**config.mk**
```make
export PLATFORM = sky130hd
export DESIGN_NAME = prio_enc_rr
export DESIGN_NICKNAME = d
export VERILOG_FILES = /design/src/rtl/prio_enc_rr_pkg.sv /design/src/rtl/prio_enc_rr_find.sv /design/src/rtl/prio_enc_rr.sv
export SDC_FILE = /design/constraint.sdc
export NUM_CORES = 1
export LEC_CHECK = 0
export ABC_AREA = 1
export BUFFER_PORTS_ARGS = -buffer_cell sky130_fd_sc_hd__buf_2
export CAP_MARGIN = 40
export CORE_ASPECT_RATIO = 0.7
export CORE_MARGIN = 3
export CORE_UTILIZATION = 43
export DETAILED_ROUTE_END_ITERATION = 10
export GPL_TIMING_DRIVEN = 0
export MAX_ROUTING_LAYER = met4
export PLACE_DENSITY = 0.63
export SLEW_MARGIN = 20
export SYNTH_ARGS = -nofsm -noshare
export SYNTH_HDL_FRONTEND = slang
export SYNTH_SLANG_ARGS = --single-unit
```
**constraint.sdc**
```tcl
create_clock -name clk -period 5.6 [get_ports clk]
set_input_delay 0.56 -clock clk [delete_from_list [all_inputs] [get_ports clk]]
set_output_delay 0.56 -clock clk [all_outputs]
set_load 0.005 [all_outputs]
```
**src/rtl/prio_enc_rr_pkg.sv**
```systemverilog
// Shared definitions for the round-robin / fixed priority grant stage.
package prio_enc_pkg;

  localparam logic MODE_FIXED = 1'b0;
  localparam logic MODE_RR    = 1'b1;

  typedef enum logic {
    IDLE = 1'b0,
    HOLD = 1'b1
  } state_e;

  // Decrement with wrap-around modulo an arbitrary (not necessarily 2^n) width.
  function automatic int wrap_dec(input int value, input int width);
    if (value <= 0) return width - 1;
    return value - 1;
  endfunction

endpackage

```
**src/rtl/prio_enc_rr_find.sv**
```systemverilog
// Rotated priority search: scans start, start-1, ..., 0, WIDTH-1, ..., start+1
// and reports the first set request bit.
module prio_find
  import prio_enc_pkg::*;
#(
  parameter  int WIDTH = 8,
  localparam int IDX_W = $clog2(WIDTH)
) (
  input  logic [WIDTH-1:0] req,
  input  logic [IDX_W-1:0] start,
  output logic [IDX_W-1:0] idx,
  output logic             found
);

  logic [IDX_W-1:0] pos;

  // Walk the search order once; the first hit wins and later hits are ignored.
  always_comb begin
    idx   = '0;
    found = 1'b0;
    pos   = '0;
    for (int k = 0; k < WIDTH; k++) begin
      pos = IDX_W'((int'(start) + WIDTH - k) % WIDTH);
      if (!found && req[pos]) begin
        idx   = pos;
        found = 1'b1;
      end
    end
  end

endmodule

```
**src/rtl/prio_enc_rr.sv**
```systemverilog
// Registered priority encoder with fixed or round-robin priority and a
// valid/ready output. A grant is held until accepted; a new grant can be
// loaded on the accepting edge for one grant per cycle throughput.
module prio_enc_rr
  import prio_enc_pkg::*;
#(
  parameter  int WIDTH = 8,
  localparam int IDX_W = $clog2(WIDTH)
) (
  input  logic             clk,
  input  logic             rst_n,
  input  logic             en,
  input  logic             mode,
  input  logic [WIDTH-1:0] req,
  output logic [IDX_W-1:0] out_idx,
  output logic             out_valid,
  input  logic             out_ready
);

  localparam logic [IDX_W-1:0] LAST = IDX_W'(WIDTH - 1);

  state_e           state_q, state_d;
  logic [IDX_W-1:0] ptr_q, ptr_d;
  logic [IDX_W-1:0] idx_q, idx_d;

  logic             accept;
  logic             load;
  logic [IDX_W-1:0] ptr_eff;
  logic [IDX_W-1:0] find_start;
  logic [IDX_W-1:0] find_idx;
  logic             find_found;

  // Pointer as seen by this edge's search: on a round-robin accept the
  // granted index already drops to lowest priority for a back-to-back load.
  always_comb begin
    accept  = (state_q == HOLD) && out_ready;
    ptr_eff = ptr_q;
    if (accept && (mode == MODE_RR)) begin
      ptr_eff = IDX_W'(wrap_dec(int'(idx_q), WIDTH));
    end
    find_start = (mode == MODE_RR) ? ptr_eff : LAST;
  end

  prio_find #(
    .WIDTH(WIDTH)
  ) u_find (
    .req  (req),
    .start(find_start),
    .idx  (find_idx),
    .found(find_found)
  );

  // Next-state: load in IDLE, hold until ready, reload or drain on accept.
  always_comb begin
    state_d = state_q;
    ptr_d   = ptr_q;
    idx_d   = idx_q;
    load    = en && find_found;
    unique case (state_q)
      IDLE: begin
        if (load) begin
          idx_d   = find_idx;
          state_d = HOLD;
        end
      end
      HOLD: begin
        if (out_ready) begin
          ptr_d = ptr_eff;
          if (load) begin
            idx_d = find_idx;
          end else begin
            state_d = IDLE;
          end
        end
      end
      default: state_d = IDLE;
    endcase
  end

  // State, pointer and grant registers with synchronous active-low reset.
  always_ff @(posedge clk) begin
    if (!rst_n) begin
      state_q <= IDLE;
      ptr_q   <= LAST;
      idx_q   <= '0;
    end else begin
      state_q <= state_d;
      ptr_q   <= ptr_d;
      idx_q   <= idx_d;
    end
  end

  assign out_idx   = idx_q;
  assign out_valid = (state_q == HOLD);

endmodule

```
==> run_results.csv <==
group,metric,value,unit
run_status,status,"finished, final reports clean",
layout,synthToLayoutAreaGrowth,12.0,%
clock_network,ctsHoldBuffers,0,
clock_network,clk_pin_slew,0.04,ns
timing,skew,0.000899,ns
synth,synthAdderAreaFrac,3.62,%
routing,via_count,1360,
flow_run,max_cap_violations,0,
critical_path,r2r_end,"out_idx[0]",
critical_path,r2r_start,"out_idx[0]",
critical_path,crit_fanout,10,
layout,drive_gt1_share,28.5,%
synth,synthMuxAreaShare,0,%
clock_network,ctsResizeCount,0,
placement,place_area,1500,um^2
layout,layout_commonest_cell,"nand2_1",
grt,grt_pass1_wl,5760,um
layout,final_cell_mix,"nand2_1, inv_1, nand3_1, buf_2, nor2_1",
timing,rsz0062_at_grt,"false",
routing,drc,0,
critical_path,crit_cells,22,
timing,maxSlewHeadroom,64.3,%
critical_path,r2r_slack,2.59,ns
synth,synth-seq-cells,7,
floorplan,ios,17,
layout,nets,257,
floorplan,rows,16,
floorplan,initial_core_util,47.3,%
synth,synth-simple-area-share,65.8,%
clock_network,cts_made_buffers,3,
critical_path,crit_required,5.72,ns
critical_path,reg2regPathDepth,22,
critical_path,arrival,3.13,ns
critical_path,cp_num_buf_inv,6,
power_and_ir_drop,ir_drop,0.000154,V
clock_network,cts_root_buffer,"clkbuf_8",
routing,firstDrtPassIters,4,
timing,hold_viol_final,0,
critical_path,path_class,"reg -> reg",
routing,totalWireLength,3270,um
timing,fmaxAchievable,332,MHz
clock_network,cts_buffer_depth,2,
clock_network,tritoncts,"built",
grt,grt_max_degree,11,
timing,setup_tns,0,ns
timing,slew_violations,0,
synth,synth_nets,237,
grt,grtUsageTotal,19.4,%
critical_path,cp_top_family,"simple AND/OR/NAND/NOR gates",
grt,grt-ovfl-total,0,
critical_path,cpMaxStageDelayCell,"dfxtp_1",
clock_network,clock_latency,0.22,ns
power_and_ir_drop,cellPowerDensity,151,nW/um^2
power_and_ir_drop,p_leak,0.834,nW
clock_network,clock-sinks,7,
grt,antenna_found_initial,0,
timing,tightest_slew,0.530,ns
synth,synth-compound-area-share,5.16,%
hold_path,hp-class,"reg -> reg",
floorplan,dieArea,3940,um^2
layout,n_antenna_cell,0,
routing,routedWlPerCell,11.9,um
critical_path,max_stage_delay,0.37,ns
timing,min_period,3.01,ns
routing,postRouteAntennaNets,0,
clock_network,cts_setup_buffers,0,
timing,fin_crit_sh,53.7,%
clock_network,htreeDepth,1,
critical_path,path_cells,"inv_1 > ha_1 > ha_1 > inv_1 > nand2_1 > nand2_4 > nand3_4 > buf_12 > inv_1 > ha_1 > inv_1 > nand2_1 > nand2_2 > nand2_1 > nand2_4 > nand3_4 > nor2_4 > nand4_2 > nand3_2 > inv_1 > o21ai_1 > nor2_1",
floorplan,coreArea,2920,um^2
critical_path,crit_path_start,"out_idx[0]",
synth,synth_seq_area_share,10.1,%
timing,worst_slack,2.59,ns
timing,finalSetupViolCount,0,
synth,synth_area_per_cell,6.28,um^2
routing,vias_per_cell,4.95,
placement,gp_congestion,0.821,
grt,grt_pass1_vias,1250,
floorplan,die_w,73.7,um
synth,synthXorXnorAreaFrac,2.99,%
synth,synthesis.area,1380,um^2
synth,yosys_warnings,0,
synth,synth_cell_types,28,
critical_path,path_common_cell,"inv_1",
critical_path,worstSetupStartpointType,"flip-flop",
synth,synthCells,220,
critical_path,critPathCapture,"out_idx[0]",
placement,post-dp-hpwl,2760,um
synth,synth_top_family_by_area,"simple AND/OR/NAND/NOR gates",
placement,port_buffers,15,
floorplan,die_h,53.4,um
critical_path,cp-end-kind,"flip-flop",
placement,post-place-ws,2.58,ns
routing,drt_iter0_markers,64,
layout,stdcell_area,1550,um^2
power by group:
group          total [W]  internal [W]  switching [W]
sequential     0.0000561     0.0000533     0.00000282
combinational   0.000108     0.0000366      0.0000713
clock          0.0000702     0.0000492      0.0000210
cell usage after synthesis, drive strengths merged:
| cell | count | area share (%) |
|---|---|---|
| dfxtp | 7 | 10 |
| buf | 4 | 3.1 |
| nand2 | 86 | 31 |
| o211ai | 1 | 0.91 |
| xnor2 | 1 | 0.63 |
| inv | 34 | 9.2 |
| xor2 | 2 | 2.4 |
| nand4 | 13 | 7.2 |
| nor2 | 18 | 6.7 |
| o21ai | 7 | 2.8 |
| nand3b | 1 | 0.54 |
| nor3 | 1 | 0.72 |
| a21oi | 4 | 1.4 |
| nand3 | 37 | 20 |
| ha | 4 | 3.6 |
routing by layer:
layer | track usage [%] | routed length (um) | part of all wire [%]
met5 | - | 0 | 0
met4 | 2.71 | 7 | 0.21
met3 | 3.80 | 162 | 4.9
met2 | 27.6 | 1230 | 38
met1 | 28.3 | 1870 | 57
through the flow:
step,utilization (%),total power [W],hold slack (ns),std cells
after floorplan,-,0.000139,0.473,220
after global placement,51.4,0.000164,0.476,271
after detailed placement,51.4,0.000164,0.479,271
after CTS,52.9,0.000237,0.489,275
after global routing,52.9,0.000256,0.538,275
final,52.9,0.000234,0.490,275
worst min path at each step:
stage               startpoint          to  slack (ns)  depth (start not counted)
finish              out_idx[1]  out_idx[1]        0.49                          2
global route        out_idx[2]  out_idx[2]        0.54                          2
CTS                 out_idx[2]  out_idx[2]        0.49                          2
detailed placement  out_idx[2]  out_idx[2]        0.48                          2
global placement    out_idx[2]  out_idx[2]        0.48                          2
floorplan           out_idx[1]  out_idx[1]        0.47                          2
tightest hold or removal path, cell delays in order (launching register included):
cell     delay, ns
dfxtp_1       0.32
nand2_1       0.06
a21oi_1       0.06
registers in the layout (all words and copies together) (netlist names):
register and cells:
out_idx 3, ptr_q 3, out_valid 1
layout make-up:
class | count | area (um^2)
fillers | 329 | 1380
multi-input cells | 175 | 1070
flip-flops and latches | 7 | 140
inverters | 34 | 128
repair buffers | 15 | 75.1
clock buffers | 4 | 45.0
well taps | 36 | 45.0
plain buffers | 4 | 42.5
kinds of logic (layout without fill, tap and decap cells):
| family | after synthesis | after routing |
|---|---|---|
| adders and majority gates | 4 | 4 |
| and+or+nand+nor | 156 | 156 |
| buffers and inverters | 38 | 57 |
| xor gates and xnor gates | 3 | 3 |
| AOI/OAI and AO/OA | 12 | 12 |
| DFF | 7 | 7 |
Note: power is estimated with default switching activity, not from simulation.
